===== src/rtl/pl_io_input_debounce_pkg.sv =====
// -----------------------------------------------------------------------------
// pl_io_input_debounce_pkg
//   Shared constants for the input-side I/O conditioning stage: default sizes,
//   the field layout of the in_port1 word and the idle level of the raw keys.
// -----------------------------------------------------------------------------
package pl_io_input_debounce_pkg;

    // Default geometry: DE-class board with 10 slide switches and 4 keys,
    // 10 ms of stable input at 50 MHz.
    localparam int DEF_NSW             = 10;
    localparam int DEF_NKEY            = 4;
    localparam int DEF_DEBOUNCE_CYCLES = 500000;

    // in_port1 layout: debounced key levels in the low field, sticky press
    // events directly above them.
    localparam int KEY_DB_LSB = 0;

    function automatic int key_evt_lsb(input int nkey);
        return nkey;
    endfunction

    // Raw keys are active-low, so an untouched key reads 1.
    localparam logic KEY_IDLE = 1'b1;

endpackage : pl_io_input_debounce_pkg


===== src/rtl/pl_debounce_bit.sv =====
// -----------------------------------------------------------------------------
// pl_debounce_bit
//   One-bit conditioner: 2-flop synchroniser followed by a saturating
//   stability counter. The stable value only follows the synchronised input
//   once the input has disagreed with it for DEBOUNCE_CYCLES consecutive
//   cycles; any shorter disagreement restarts the count.
//
// Ports
//   clock   : sampling clock
//   clrn    : asynchronous active-low reset
//   raw     : asynchronous input level (in its board polarity)
//   stable  : debounced level, registered, same polarity as raw
//   toggle  : high in the cycle whose closing edge flips 'stable'
// -----------------------------------------------------------------------------
module pl_debounce_bit #(
    parameter int   DEBOUNCE_CYCLES = 500000,
    parameter logic RST_VAL         = 1'b0
) (
    input  logic clock,
    input  logic clrn,
    input  logic raw,
    output logic stable,
    output logic toggle
);

    localparam int             CW      = $clog2(DEBOUNCE_CYCLES);
    localparam logic [CW-1:0]  CNT_MAX = CW'(DEBOUNCE_CYCLES - 1);

    logic          sync1;
    logic          sync2;
    logic [CW-1:0] cnt;

    // The stable value changes on this edge exactly when the input has been
    // different for the final counted cycle; the top uses this to set press
    // events on the same edge the debounced level moves.
    assign toggle = (sync2 != stable) && (cnt == CNT_MAX);

    // NOTE: state is updated with non-blocking assignments so sync1 -> sync2
    // really is two flops; blocking '=' here would collapse the chain.
    always_ff @(posedge clock or negedge clrn) begin
        if (!clrn) begin
            // Synchroniser and stable value start at the input's idle level
            // so reset never looks like an edge.
            sync1  <= RST_VAL;
            sync2  <= RST_VAL;
            stable <= RST_VAL;
            cnt    <= '0;
        end else begin
            sync1 <= raw;
            sync2 <= sync1;
            if (sync2 == stable) begin
                cnt <= '0;
            end else if (cnt == CNT_MAX) begin
                stable <= sync2;
                cnt    <= '0;
            end else begin
                cnt <= cnt + 1'b1;
            end
        end
    end

endmodule : pl_debounce_bit


===== src/rtl/pl_io_input_debounce.sv =====
// -----------------------------------------------------------------------------
// pl_io_input_debounce
//   Input conditioning for the memory-mapped input registers of the pipelined
//   CPU. Switches and keys are synchronised and debounced per bit; key presses
//   are latched as sticky events until software clears them.
//
// Ports
//   clock    : data-memory clock
//   clrn     : asynchronous active-low reset
//   sw_raw   : [NSW]  raw switch levels, active-high
//   key_raw  : [NKEY] raw key levels, active-low (0 = pressed)
//   evt_clr  : [NKEY] one-cycle clear pulse per sticky press event
//   in_port0 : {zeros, sw_db}
//   in_port1 : {zeros, key_evt, key_db}
// -----------------------------------------------------------------------------
module pl_io_input_debounce
    import pl_io_input_debounce_pkg::*;
#(
    parameter int NSW             = DEF_NSW,
    parameter int NKEY            = DEF_NKEY,
    parameter int DEBOUNCE_CYCLES = DEF_DEBOUNCE_CYCLES
) (
    input  logic            clock,
    input  logic            clrn,
    input  logic [NSW-1:0]  sw_raw,
    input  logic [NKEY-1:0] key_raw,
    input  logic [NKEY-1:0] evt_clr,
    output logic [31:0]     in_port0,
    output logic [31:0]     in_port1
);

    localparam int KEY_EVT_LSB = key_evt_lsb(NKEY);

    logic [NSW-1:0]  sw_db;
    // Switches carry no events, so their change strobes are deliberately left
    // without a consumer.
    logic [NSW-1:0]  sw_toggle_unused;

    logic [NKEY-1:0] key_level;   // debounced, board polarity (1 = released)
    logic [NKEY-1:0] key_toggle;
    logic [NKEY-1:0] key_db;      // debounced, 1 = pressed
    logic [NKEY-1:0] key_press;
    logic [NKEY-1:0] key_evt;

    for (genvar i = 0; i < NSW; i++) begin : g_sw
        pl_debounce_bit #(
            .DEBOUNCE_CYCLES (DEBOUNCE_CYCLES),
            .RST_VAL         (1'b0)
        ) u_db (
            .clock  (clock),
            .clrn   (clrn),
            .raw    (sw_raw[i]),
            .stable (sw_db[i]),
            .toggle (sw_toggle_unused[i])
        );
    end

    // Keys are debounced in board polarity with an idle (released) reset
    // level; inverting the registered result is equivalent to inverting after
    // the synchroniser and keeps the sub-module polarity-agnostic.
    for (genvar i = 0; i < NKEY; i++) begin : g_key
        pl_debounce_bit #(
            .DEBOUNCE_CYCLES (DEBOUNCE_CYCLES),
            .RST_VAL         (KEY_IDLE)
        ) u_db (
            .clock  (clock),
            .clrn   (clrn),
            .raw    (key_raw[i]),
            .stable (key_level[i]),
            .toggle (key_toggle[i])
        );
    end

    assign key_db    = ~key_level;
    // A flip while currently released is a press; a flip while pressed is a
    // release and is ignored.
    assign key_press = key_toggle & ~key_db;

    // Clear first, then set: a press landing with its clear is never lost.
    always_ff @(posedge clock or negedge clrn) begin
        if (!clrn) begin
            key_evt <= '0;
        end else begin
            key_evt <= (key_evt & ~evt_clr) | key_press;
        end
    end

    // NOTE: every bit of a combinational output is given a default before the
    // field writes, so no latch is inferred for the unused upper bits.
    always_comb begin
        in_port0 = '0;
        in_port1 = '0;
        in_port0[NSW-1:0]                = sw_db;
        in_port1[KEY_DB_LSB  +: NKEY]    = key_db;
        in_port1[KEY_EVT_LSB +: NKEY]    = key_evt;
    end

endmodule : pl_io_input_debounce


===== config.mk =====
export PLATFORM = sky130hd
export DESIGN_NAME = pl_io_input_debounce
export DESIGN_NICKNAME = d
export VERILOG_FILES = /design/src/rtl/pl_io_input_debounce_pkg.sv /design/src/rtl/pl_debounce_bit.sv /design/src/rtl/pl_io_input_debounce.sv
export SDC_FILE = /design/constraint.sdc
export NUM_CORES = 1
export LEC_CHECK = 0
export ABC_AREA = 1
export CAP_MARGIN = 20
export CORE_MARGIN = 2
export CORE_UTILIZATION = 54
export DETAILED_ROUTE_END_ITERATION = 8
export GPL_TIMING_DRIVEN = 0
export PLACE_DENSITY = 0.73
export SYNTH_ARGS = -nofsm -noshare
export SYNTH_HDL_FRONTEND = slang
export SYNTH_SLANG_ARGS = --single-unit

===== constraint.sdc =====
create_clock -name clock -period 1.6 [get_ports clock]
set_clock_uncertainty 0.15 [all_clocks]
set_input_delay 0.24 -clock clock [delete_from_list [all_inputs] [get_ports clock]]
set_output_delay 0.24 -clock clock [all_outputs]
set_load 0.005 [all_outputs]

### After elaboration in Yosys (flattened, before gate mapping)

Cells that the tools add are included.

* logic and storage cells: 169
* register bits after elaboration: 312

* reduce and logical (&&, ||, !) cells: 18
* multiplexer cells: 28
* bitwise logic cells: 20
* $add $sub $neg: 14
* equality and inequality tests: 32

Operators with widths (number)
* two-way mux 19 bit: 28
* adder 19 x 1 -> 19 bit (second input constant): 14
* equality test 19 bit (second input constant): 14
* AND reduction 2 bit: 14
* equality test 1 bit: 14
* inverter 1 bit: 14
* inverter 4 bit: 3
* bitwise AND 4 bit: 2
* logical AND 1 bit: 4
* inequality test 1 bit: 4
* OR 4 bit: 1

### Logic depth before layout (Yosys ltp)

Gate-level depths: netlist of run 1.

* word-level depth: 4
* mapped depth: 9
* gate-level depth less buffers: 9

### Cells and area by module

From an unflattened synthesis of run 1, not the netlist that was laid out.

* cells, all modules: 2115
* area, all modules: 17127.7 µm²

Modules (own cells, without submodules)
* pl_debounce_bit (g_sw[0].u_db ...): seq. area each 550.5 µm², cells an instance 146, area an instance 1184.9 µm², instances 10
* pl_debounce_bit (g_key[0].u_db ...): seq. area each 554.3 µm², cells an instance 146, area an instance 1188.6 µm², instances 4
* pl_io_input_debounce: seq. area each 100.1 µm², cells an instance 71, area an instance 524.3 µm², instances 1

### Least setup slack after synthesis of run 1

No wires, ideal clock.

* path kind: reg-to-reg
* start: register g_key[0].u_db.stable
* end: register g_key[0].u_db.cnt[7]
* arrival: 1.195 ns
* setup slack: 0.167 ns
* cell stages (with the launch flop): 6
* clock period less this slack: 1.433 ns
* cell sequence: dfstp_2 > inv_1 > or2_1 > nand2_1 > inv_2 > nor3b_1

* longest elaborated chain between the ends: 2

RTL lines
* start: declaration: line pl_debounce_bit.sv:22 `output logic stable,`
* start signal: assignment: line pl_debounce_bit.sv:54 `stable <= sync2;`
* equality test 1 bit: line pl_debounce_bit.sv:51 `if (sync2 == stable) begin`
* two-way mux 19 bit: line pl_debounce_bit.sv:51
* end signal: assignment: line pl_debounce_bit.sv:57 `cnt <= cnt + 1'b1;`
* end: declaration: line pl_debounce_bit.sv:31 `logic [CW-1:0] cnt;`

Every way passes these cells.
A chain may end at the register's enable or synchronous reset.

### Final worst setup path of run 1

* start: register g_key[3].u_db.stable
* end: output port in_port1[3]

* longest elaborated chain between the ends: 1

RTL lines
* start: declaration: line pl_debounce_bit.sv:22
* start signal: assignment: line pl_debounce_bit.sv:54
* inverter 4 bit: line pl_io_input_debounce.sv:74 `assign key_db = ~key_level;`
* end: declaration: line pl_io_input_debounce.sv:29 `output logic [31:0] in_port1`

Every way passes these cells.

==> results of run 1 <==
cell usage in the layout (no fill, tap or decap), types with 4 or more instances in the layout:
cell               n
a21oi_1           47
and2_1            13
and3_1             4
buf_2             16
buf_4             90
buf_6              5
bufinv_16          5
clkbuf_1           8
clkbuf_16         37
clkdlybuf4s50_1   18
clkinv_2           8
conb_1            46
dfrtp_1          298
dfstp_2           12
dlygate4sd2_1      4
dlygate4sd3_1     14
ha_2               6
ha_4               5
inv_1            223
inv_2             26
nand2_1          402
nand2_2           59
nand2_4           21
nand3_1          186
nand3_2           11
nand3b_1           5
nand4_1           24
nor2_1           610
nor2_2            51
nor2_4            50
nor3_1            14
nor3b_1           14
o21ai_0           29
o21ai_1           15
o21bai_1           4
o22ai_1            8
xnor2_1           45
xor2_1            78
xor2_4             7
flip-flops by register name, summed over array words and instances, names as in the netlist:
| signal | cells |
|---|---|
| g_key.u_db.cnt | 76 |
| key_evt | 4 |
| g_sw.u_db.sync1 | 10 |
| g_sw.u_db.sync2 | 10 |
| g_sw.u_db.stable | 10 |
| g_key.u_db.sync2 | 4 |
| g_key.u_db.stable | 4 |
| g_key.u_db.sync1 | 4 |
| g_sw.u_db.cnt | 190 |
area by class of cell:
cell class                 count  area [um^2]  area share
inverter                     249          935      0.0446
sequential                   312         7830       0.373
buffer                        64          473      0.0226
multi-input combinational   1768         9160       0.437
clock buffer                  48          997      0.0476
timing repair buffer          88          802      0.0383
clock inverter                17          224      0.0107
tap                          442          553      0.0264
repair_timing:
action,CTS,global route
setup endpoints to repair,72,253
endpoints found under the hold margin,82,137
pin swaps,2,30
gates resized for setup,86,143
setup buffers,14,20
how the worst max path moves through the flow:
| stage | from | endpoint | slack [ps] | cells after the start |
|---|---|---|---|---|
| after floorplan | g_key[0].u_db.stable | g_key[0].u_db.cnt[7] | 170 | 5 |
| after global placement | clrn | g_sw[9].u_db.cnt[11] | -13290 | 1 |
| after detailed placement | clrn | g_sw[3].u_db.cnt[13] | -470 | 4 |
| after CTS | g_key[3].u_db.stable | in_port1[3] | -130 | 2 |
| after global routing | g_key[1].u_db.cnt[0] | g_key[1].u_db.cnt[5] | -60 | 8 |
| final | g_key[3].u_db.stable | in_port1[3] | -8 | 2 |
power by group:
part / switching, mW / internal (mW)
Clock: 3.25 / 5.21
Sequential: 0.104 / 8.02
Combinational: 0.445 / 0.315
Total: 3.80 / 13.5
worst register-to-register path, delay by kind of cell, from the launching register on:
family	cells	cell delay (ps)
flip-flops	1	390
adder cells (fa/ha/maj)	1	230
buffers and inverters	1	130
AND/OR/NAND/NOR	4	360
XOR/XNOR	1	180
metal layers:
| metal | share of wire | global-route usage |
|---|---|---|
| met2 | 0.48 | 0.359 |
| met5 | 0 | 0 |
| met4 | 0.016 | 0.0570 |
| met1 | 0.47 | 0.283 |
| met3 | 0.034 | 0.0296 |
per-stage QoR:
stage | std cells | util | hold slack (ps) | setup TNS (ps) | setup WS (ps)
2_1_floorplan | 2394 | - | -206 | 0 | 167
6_report | 2988 | 0.649 | -549 | -7.65 | -7.65
3_5_place_dp | 2876 | 0.580 | 84.3 | -41330 | -466
4_1_cts | 2969 | 0.627 | -472 | -308 | -129
5_1_grt | 2988 | 0.649 | -526 | -891 | -59.0
3_3_place_gp | 2873 | 0.577 | 182 | -4085500 | -13290
kinds of logic after synthesis:
| logic type | share of synthesized area |
|---|---|
| compound gates | 0.0316 |
| xor+xnor | 0.0667 |
| fa+ha+maj | 0.00998 |
| buf+inv | 0.0800 |
| flops | 0.446 |
| other cells | 0.000214 |
| simple gates | 0.366 |
==> reports/qor.yml, run 1 <==
global_route:
  grt_pass1_wl_um: 60800
  grt.overflow.total: 0
  antenna_found_initial: 0
  grt_pass1_vias: 13872
  grt_max_degree: 86
  grt_use_total: 0.211
setup_path:
  critPathMaxStageDelay_ps: 550
  crit_family: "flip-flops"
  crit_buf_inv: 2
  path_cells: "inv_2 > clkbuf_2"
  worstSetupPathType: "flop to output port"
  start_kind: "flop"
  cp_slowest_cell: "dfstp_2"
  reg2reg_to: "g_sw[7].u_db.cnt[8]"
  required_ps: 1210
  reg2reg_from: "g_sw[7].u_db.cnt[0]"
  reg2reg_setup_slack_ps: 40
  endpoint_kind: "output port"
  reg2reg_depth: 7
  crit_fanout: 3
  arrival_ps: 1220
timing:
  slew_viol_final: 0
  holdWs_ps: -549
  setup_slack_ps: -7.65
  setup_violations: 1
  layout_min_cycle_time_ps: 1610
  rsz0062_at_grt: "true"
  fmax_mhz: 622
  period_share: 1.00
  hold_viol: 137
power:
  power_leakage_nw: 9.01
  p_per_area_nw_per_um2: 827
  p_total_mw: 17.3
  vdd_ir_drop_max_mv: 1.05
run_status:
  failed_checks: "hold timing, setup timing"
  outcome: "finished, violations left"
yosys:
  syn_area_per_cell_um2: 7.47
  yosysSeqAreaShare: 0.446
  synth_ff_type: "dfrtp_1"
  synth_top_area_share: 0.428
  synth_most_common_cell: "nor2_1"
  synthTopCellsByArea: "dfrtp_1 43%, nor2_1 14%, nand2_1 9.2%"
  synth_enable_flop_cells: 0
  yosys.area.top_type: "dfrtp_1"
  synth_common_cells: "642 x nor2_1, 428 x nand2_1, 300 x dfrtp_1, 230 x inv_1, 194 x nand3_1"
  netlist_area_um2: 17600
  synthArstFlopShare: 1.00
  synthCells: 2349
  synth_warnings: 0
  synth_cell_types: 33
  synth.ff_latch_count: 312
floorplan:
  rows: 66
  ios: 84
  fp.dieH_um: 184
  die_x_um: 184
  dieArea_um2: 34000
  core_area_um2: 32300
  initial_core_util: 0.544
clocking:
  path_clk_slew_ps: 60
  clockRootBuffer: "clkbuf_16"
  clockBufferDepth: 3
  cts_tree: "done"
  cts.sinks: 312
  clk_latency_ps: 520
  htreeDepth: 2
  cts_buffers: 36
  cts_hold_buf: 14
drt:
  drt_wl_total_um: 35600
  num_vias: 14673
  vias_per_cell: 4.91
  dr.pass1.iters: 5
  drtIter0Drc: 763
  ant_nets: 0
  drc_errors: 0
  wl_per_cell_um: 11.9
placement:
  place_area_um2: 18700
  port_buffers: 37
  dp_hpwl_um: 24400
  gp_congestion: 0.892
final_layout:
  fin_area_um2: 21000
  nets: 2553
  fillers: 2752
  area_growth_pct: 19.4
  diodes: 0
  drive_gt1_frac: 0.169
job:
  maxCapViolCount: 0
worst_hold_path:
  min_path_type: "primary input to asynchronous set/reset pin"
Power figures use the tool's default switching activity.
==> run 2, diff against run 1 <==
Settings changed: CORE_UTILIZATION 54 to 51, PLACE_DENSITY 0.73 to 0.69.
==> reports/qor.yml, run 2 (same netlist as run 1, synthesis figures left out) <==
clocking:
  cts_buffers: 35  # -2.8%
  cts_hold_buf: 8  # -6
  clockRootBuffer: "clkbuf_16"
  path_clk_slew_ps: 60  # about the same
  htreeDepth: 2  # unchanged
  clockBufferDepth: 3  # unchanged
  cts.sinks: 312  # unchanged
  cts_tree: "done"
  clk_latency_ps: 510  # about the same
timing:
  holdWs_ps: -497  # +51.3 ps
  setup_violations: 0  # -1
  slew_viol_final: 0  # unchanged
  layout_min_cycle_time_ps: 1580  # -25.4 ps
  tightest_slew_ps: 511
  period_share: 0.989  # -0.0159
  max-slew-margin-rel: 0.660
  fmax_mhz: 632  # +1.6%
  rsz0062_at_grt: "true"
  hold_viol: 141  # +2.9%
final_layout:
  mostFrequentLayoutCells: "607 x nor2_1, 401 x nand2_1, 294 x dfrtp_1"
  largest_reg_flops: 190  # unchanged
  final_common_cell: "nor2_1"
  nets: 2544  # -0.35%
  multi_input_area_um2: 9210  # +0.52%
  stdcell_count: 2982  # -0.20%
  diodes: 0  # unchanged
  largestRegisters: "g_sw.u_db.cnt: 190 flops, g_key.u_db.cnt: 76 flops"
  area_growth_pct: 19.0
  largest_register: "g_sw.u_db.cnt"
  regArea_um2: 7830  # about the same
  post-route-util: 0.620  # -0.0297
  fillers: 2920  # +6.1%
  drive_gt1_frac: 0.175  # +0.00593
placement:
  dp_hpwl_um: 24400  # -0.37%
  gp_congestion: 0.867  # -2.8%
  placed_cells: 2882  # +0.21%
  port_buffers: 37  # unchanged
global_route:
  grt_pass1_wl_um: 60800  # about the same
  antenna_found_initial: 0  # unchanged
  grt_max_degree: 90  # +4.7%
  grt_pass1_vias: 13724  # -1.1%
  grt_use_total: 0.197  # -0.0138
  grt.overflow.total: 0  # unchanged
power:
  p_total_mw: 16.8  # -3.2%
  vdd_ir_drop_max_mv: 1.19  # +13%
  power_leakage_nw: 8.96  # -0.61%
  p_per_area_nw_per_um2: 804  # -2.9%
drt:
  wl_per_cell_um: 11.9  # about the same
  drc_errors: 0  # unchanged
  num_vias: 14689  # +0.11%
  drt_wl_total_um: 35600  # -0.12%
  vias_per_cell: 4.93  # +0.31%
  drtIter0Drc: 717  # -6.0%
  dr.pass1.iters: 7  # +2
  ant_nets: 0  # unchanged
floorplan:
  die_x_um: 190  # +2.8%
  fp.dieH_um: 190  # +2.8%
  core_area_um2: 33700  # +4.4%
  dieArea_um2: 35900  # +5.8%
  rows: 67  # +1.5%
  ios: 84  # unchanged
  initial_core_util: 0.521  # -0.0228
setup_path:
  endpoint_kind: "output port"
  required_ps: 1210  # about the same
  crit_family: "flip-flops"
  arrival_ps: 1190  # -30 ps
  crit_start: "g_key[2].u_db.stable"
  critPathMaxStageDelay_ps: 540  # about the same
  worstSetupPathType: "flop to output port"
  crit_buf_inv: 2  # unchanged
  crit_fanout: 2  # -1
  start_kind: "flop"
  path_cells: "inv_2 > buf_6"
  reg2reg_from: "g_key[2].u_db.cnt[0]"
  cp_slowest_cell: "dfstp_2"
run_status:
  outcome: "finished, violations left"
  failed_checks: "hold timing"
job:
  maxCapViolCount: 0  # unchanged
worst_hold_path:
  min_path_type: "primary input to asynchronous set/reset pin"
-- run 2: worst reg2reg max path: stages, from the launching register on --
cell     delay [ps]
dfrtp_1         420
ha_4            180
nand3_2         120
inv_2            90
nand2_1          90
nor2_2          150
nand2_1          80
nand2_1          60
nand2_1          50
nor2_1           90
-- run 2: final cells by class --
class / count / area share
buffer: 64 / 0.0228
clock buffer: 44 / 0.0455
clock inverter: 17 / 0.00833
inverter: 249 / 0.0449
multi-input combinational: 1768 / 0.441
sequential: 312 / 0.375
tap: 448 / 0.0268
timing repair buffer: 80 / 0.0358
-- run 2: worst paths after layout --
path | end | slack [ps] | cells after the start
max | in_port1[2] | 20 | 2
min | g_key[2].u_db.cnt[15] | -500 | 1
max reg2reg | g_key[2].u_db.cnt[16] | 60 | 9
min reg2reg | g_sw[3].u_db.sync2 | 200 | 0
max in group asynchronous | g_sw[3].u_db.cnt[13] | 340 | 4
min in group clock | g_sw[1].u_db.sync1 | 30 | 1
-- run 2: repair_timing --
| action | 4_1_cts | 5_1_grt |
|---|---|---|
| setup buffers | 16 | 15 |
| hold endpoints to repair | 96 | 66 |
| pin swaps | 8 | 39 |
| cloned | 0 | 1 |
| endpoints found under the setup margin | 71 | 266 |
| resized for setup | 89 | 151 |
-- run 2: layer usage --
metal | wire [um] | track usage | vias to the layer above
li1 | - | - | 7518
met1 | 16600 | 0.266 | 6854
met2 | 16900 | 0.337 | 264
met3 | 1470 | 0.0269 | 53
met4 | 560 | 0.0471 | 0
met5 | 0 | 0 | -
-- run 2: metrics by stage --
| stage | setup TNS [ps] | hold slack, ps | cell area, um^2 | setup WS (ps) |
|---|---|---|---|---|
| 2_1_floorplan | 0 | -206 | 17700 | 167 |
| 3_3_place_gp | -4116230 | 185 | 18700 | -13390 |
| 3_5_place_dp | -41550 | 66.1 | 18700 | -463 |
| 4_1_cts | -70.6 | -484 | 20200 | -16.2 |
| 5_1_grt | -283 | -460 | 20900 | -28.7 |
| 6_report | 0 | -497 | 20900 | 17.7 |
-- run 2: report_power, final --
part           switching (mW)  internal (mW)  total [mW]
registers               0.111           8.02        8.13
clock network            3.19           4.70        7.89
logic                   0.450          0.312       0.762
total                    3.75           13.0        16.8
==> run 3, diff against run 2 <==
Settings changed: SYNTH_HIERARCHICAL set to 1.
==> reports/qor.yml, run 3 <==
run_status:
  outcome: "finished, violations left"
  failed_checks: "hold timing"
final_layout:
  area_growth_pct: 19.6
  drive_gt1_frac: 0.203  # +0.0279
  final_common_cell: "nor2_1"
  largest_register: "g_sw.u_db/cnt"
  nets: 2294  # -9.8%
  mostFrequentLayoutCells: "458 x nor2_1, 321 x nand2_1, 297 x dfrtp_1"
  diodes: 0  # unchanged
  post-route-util: 0.614  # -0.00562
  fillers: 2850  # -2.4%
  largestRegisters: "g_sw.u_db/cnt: 190 flops, g_key.u_db/cnt: 76 flops"
  largest_reg_flops: 190  # unchanged
drt:
  wl_met3_um: 1070  # -27%
  drtIter0Drc: 744  # +3.8%
  top_layer_used: "met4"
  drt_wl_total_um: 32900  # -7.7%
  dr.pass1.iters: 7  # unchanged
  routed-wl-met2_um: 16200  # -4.1%
  drc_errors: 0  # unchanged
  ant_nets: 0  # unchanged
  vias_per_cell: 4.88  # -0.97%
  num_vias: 13352  # -9.1%
  met1_length_um: 15000  # -10%
  wl_per_cell_um: 12.0  # +0.59%
global_route:
  grt_pass1_vias: 13074  # -4.7%
  grt_max_degree: 94  # +4.4%
  grt_use_total: 0.190  # -0.00636
  grt.overflow.total: 0  # unchanged
  antenna_found_initial: 0  # unchanged
  grt_pass1_wl_um: 57900  # -4.8%
setup_path:
  endpoint_kind: "flop"
  start_kind: "flop"
  crit_family: "simple AND/OR/NAND/NOR gates"
  path_cells: "buf_6 > nand2_2 > nor2_4 > nand2_4 > nor2_4 > xor2_1 > nor2_1"
  reg2reg_depth: 7  # -2
  required_ps: 1840  # +630 ps
  crit_fanout: 4  # +2
  cp_num_cells: 7  # +5
  crit_buf_inv: 1  # -1
  cp_slowest_cell: "dfrtp_1"
  arrival_ps: 1820  # +630 ps
  critPathMaxStageDelay_ps: 430  # -110 ps
  worstSetupPathType: "flop to flop"
  crit_top_cell: "nor2_4"
timing:
  rsz0062_at_grt: "true"
  setup_violations: 0  # unchanged
  hold_viol: 228  # +62%
  slew_viol_final: 0  # unchanged
  layout_min_cycle_time_ps: 1580  # -7.04 ps
  period_share: 0.985  # -0.00440
  fmax_mhz: 635  # +0.45%
  holdWs_ps: -511  # -14.0 ps
clocking:
  clockRootBuffer: "clkbuf_16"
  cts_tree: "done"
  cts_buffers: 37  # +5.7%
  clockBufferDepth: 3  # unchanged
  htreeDepth: 2  # unchanged
  path_clk_slew_ps: 60  # about the same
  cts.sinks: 312  # unchanged
  clk_latency_ps: 520  # about the same
yosys:
  synthCells: 2105  # -10%
  netlist_area_um2: 17100  # -2.6%
  syn_area_per_cell_um2: 8.12  # +8.6%
  synth_warnings: 6  # +6
power:
  pwr-share-comb: 0.044  # about the same
  p_per_area_nw_per_um2: 885  # +10%
  vdd_ir_drop_max_mv: 0.823  # -31%
  switching_share: 0.216  # -0.00785
  power.internal_mw: 14.2  # +8.9%
  p_seq_frac: 0.450  # -0.035
  power_leakage_nw: 8.31  # -7.3%
  p_switching_mw: 3.90  # +4.0%
  clockPowerShare: 0.506  # +0.036
floorplan:
  die_x_um: 187  # -1.3%
  initial_core_util: 0.514  # -0.00735
  ios: 84  # unchanged
  rows: 67  # unchanged
  core_area_um2: 33300  # -1.2%
  fp.dieH_um: 187  # -1.3%
  dieArea_um2: 35000  # -2.6%
placement:
  dp_hpwl_um: 22800  # -6.5%
  gp_congestion: 0.883  # +1.8%
  port_buffers: 37  # unchanged
job:
  maxCapViolCount: 0  # unchanged
worst_hold_path:
  min_path_type: "primary input to asynchronous set/reset pin"
run 3: worst register-to-register path, cell delays in order (launching register included):
cell and delay (ps):
dfrtp_1 430, buf_6 130, nand2_2 60, nor2_4 170, nand2_4 100, nor2_4 170
xor2_1 170, nor2_1 60
run 3: final cells by class:
class / count / area, um^2 / area share
inverters: 246 / 923 / 0.0452
flip-flops and latches: 312 / 7830 / 0.383
multi-input cells: 1546 / 8740 / 0.428
well taps: 448 / 561 / 0.0274
plain buffers: 46 / 345 / 0.0169
clock buffers: 48 / 1060 / 0.0519
clock inverters: 20 / 300 / 0.0147
repair buffers: 71 / 679 / 0.0332
run 3: worst paths after layout:
path                                       from                    end  slack [ps]
setup / recovery           g_key[0].u_db/cnt[0]  g_key[0].u_db/cnt[11]          20
hold / removal                             clrn     g_sw[9].u_db/sync1        -510
setup reg to reg           g_key[0].u_db/cnt[0]  g_key[0].u_db/cnt[11]          20
hold reg to reg              g_sw[1].u_db/sync1     g_sw[1].u_db/sync2         200
max in group asynchronous                  clrn   g_key[1].u_db/stable         600
min in group clock                    sw_raw[0]     g_sw[0].u_db/sync1          20
run 3: repair_timing:
| item | in CTS | in global routing |
|---|---|---|
| endpoints found under the setup margin | 30 | 177 |
| resized for setup | 48 | 114 |
| hold endpoints to repair | 121 | 54 |
| pin swaps | 0 | 28 |
| setup buffers | 12 | 11 |
| hold buffers | 7 | 1 |
run 3: stage by stage:
| stage | worst slack (ps) | area (um^2) | cells | TNS, ps | total power [mW] |
|---|---|---|---|---|---|
| after floorplan | 229 | 17300 | 2150 | 0 | 8.65 |
| after global placement | -13380 | 18200 | 2635 | -4115410 | 8.94 |
| after detailed placement | -16.4 | 18300 | 2638 | -52.6 | 8.97 |
| after CTS | -80.8 | 19900 | 2725 | -80.8 | 18.3 |
| after global routing | -53.7 | 20400 | 2737 | -801 | 18.8 |
| final | 24.8 | 20400 | 2737 | 0 | 18.1 |
run 3: power by group through the flow:
stage	clock (mW)	combinational [mW]	sequential, mW
floorplan	0	0.412	8.24
global placement	0	0.678	8.26
detailed placement	0	0.719	8.26
CTS	9.40	0.754	8.12
global route	9.76	0.918	8.16
finish	9.14	0.797	8.15
run 3: layer usage:
| layer | GRT usage | vias up |
|---|---|---|
| li1 | - | 6815 |
| met2 | 0.326 | 190 |
| met4 | 0.0501 | 0 |
| met1 | 0.256 | 6301 |
| met3 | 0.0259 | 46 |
| met5 | 0 | - |
==> RTL change, RTL diff (flow settings as in run 3) <==
Put a register stage on the output `in_port1`, with the module's reset. The value now appears one clock later. The other outputs are not delayed to match.
--- a/src/rtl/pl_io_input_debounce.sv
+++ b/src/rtl/pl_io_input_debounce.sv
@@ -30,6 +30,8 @@
 );
 
     localparam int KEY_EVT_LSB = key_evt_lsb(NKEY);
+
+    logic [31:0] in_port1_d;
 
     logic [NSW-1:0]  sw_db;
     // Switches carry no events, so their change strobes are deliberately left
@@ -89,10 +91,18 @@
     // field writes, so no latch is inferred for the unused upper bits.
     always_comb begin
         in_port0 = '0;
-        in_port1 = '0;
+        in_port1_d = '0;
         in_port0[NSW-1:0]                = sw_db;
-        in_port1[KEY_DB_LSB  +: NKEY]    = key_db;
-        in_port1[KEY_EVT_LSB +: NKEY]    = key_evt;
+        in_port1_d[KEY_DB_LSB  +: NKEY]    = key_db;
+        in_port1_d[KEY_EVT_LSB +: NKEY]    = key_evt;
+    end
+
+    always_ff @(posedge clock or negedge clrn) begin
+        if (!clrn) begin
+            in_port1 <= '0;
+        end else begin
+            in_port1 <= in_port1_d;
+        end
     end
 
 endmodule : pl_io_input_debounce
Behaviour: not the same (a bounded check fails within 4 cycles, from zero or initial values).
==> RTL change against run 3 <==
- the flow still finishes with violations (hold timing)
- wire length shrank 2.1%
- final cell count shrank 0.29%
- design area shrank 0.72%
- power shrank 4.1%
- die area grew 1.1%
- worst setup slack gained 0.026 ns
- sequential cell count grew 8
- synthesized area grew 1.2%
- largest power group is now sequential cells
- highest routed layer unchanged
==> RTL change: results (changes against run 3) <==
vias in the first global route=13,000 (-0.62%); Filler cells=2,868 (+0.63%); worst vdd ir=0.674 mV (-18%); CP arrival=1.80 ns (-0.02 ns); total CTS buffers=36 (-2.7%); Net count, final=2,291 (-0.13%); Pre-Repair DR Iteration Count=5 (-2); GRT Overall Usage=18.6% (-0.40 points); share of cells above drive strength 1=18.9% (-1.4 points); antenna violations before repair=0 (unchanged); Ys Warns=6 (unchanged); violated checks=hold timing; largest net degree at the start of global routing=118 (+26%); leakage=0.00823 uW (-0.95%); placed cell count=2,645 (+0.27%); final hold violations=131 (-43%); DRT iter0 DRCs=656 (-12%); Final HPWL DP=22,300 um (-2.2%); Hold WS=-0.516 ns (-0.00453 ns); status=finished with violations; worst-path fanout max=3 (-1); Routed WL=32,200 um (-2.1%); vias per cell=4.85 (-0.59%); Finished Layout Cells=2,729 (-0.29%); I/O Buffers=37 (unchanged); first-pass GRT wire length=56,800 um (-1.9%); placed instance area=18,500 sq um (+0.94%); placer congestion estimate=0.848 (-4.0%); cts hold-fix bufs=8 (+1); Avg Inst Size Synth=8.18 sq um (+0.79%)
RTL change: final timing paths:
path / to / depth (start not counted) / startpoint / slack (ns)
worst max-delay path: g_sw[9].u_db/cnt[18] / 8 / g_sw[9].u_db/cnt[0] / 0.05
worst min-delay path: g_sw[9].u_db/sync1 / 1 / clrn / -0.52
worst max register to register: g_sw[9].u_db/cnt[18] / 8 / g_sw[9].u_db/cnt[0] / 0.05
worst min register to register: g_sw[7].u_db/sync2 / 0 / g_sw[7].u_db/sync1 / 0.20
max in group asynchronous: g_sw[0].u_db/stable / 3 / clrn / 0.40
min in group clock: g_sw[6].u_db/sync1 / 1 / sw_raw[6] / 0.02
RTL change: layer usage:
| metal | share of wire, % | up-vias | GRT usage (%) | routed length [um] |
|---|---|---|---|---|
| li1 | - | 6826 | - | - |
| met1 | 46 | 6208 | 23.9 | 14900 |
| met2 | 49 | 161 | 32.8 | 15800 |
| met3 | 3.1 | 40 | 2.88 | 985 |
| met4 | 1.7 | 0 | 5.00 | 561 |
| met5 | 0 | - | 0 | 0 |
RTL change: per-stage QoR:
step / setup slack, ns / setup TNS (ns)
2_1_floorplan: 0.229 / 0
5_1_grt: -0.0147 / -0.0351
4_1_cts: 0.00142 / 0
6_report: 0.0506 / 0
3_5_place_dp: -0.403 / -44.40
3_3_place_gp: -13.72 / -4328.68
RTL change: cell type report:
cell class	count	area, sq um	share of cell area, %
multi-input cells	1546	8650	42.7
inverters	246	923	4.55
flip-flops and latches	320	8030	39.6
clock inverters	14	179	0.882
well taps	448	561	2.76
plain buffers	46	345	1.70
repair buffers	61	603	2.97
clock buffers	48	997	4.91
RTL change: critical path: stages, from the launching register on:
cell and delay, ns:
dfrtp_1 0.37, ha_2 0.22, nand2_1 0.10, nor2_2 0.13
nand2_1 0.12, nor2_1 0.16, nand3_1 0.08, nand3_1 0.07
nor2_1 0.04
RTL change: timing repair:
item,in CTS,in global routing
hold endpoints to repair,96,91
pin swaps,0,18
setup buffers,9,5
cloned,0,0
gates resized for setup,31,99
setup endpoints to repair,28,262
RTL change: where the power goes:
| group | internal (uW) | leakage [uW] | switching, uW |
|---|---|---|---|
| Clock | 5020 | 0.000575 | 3220 |
| Sequential | 8220 | 0.00432 | 111 |
| Combinational | 310 | 0.00333 | 464 |
| Total | 13600 | 0.00823 | 3790 |
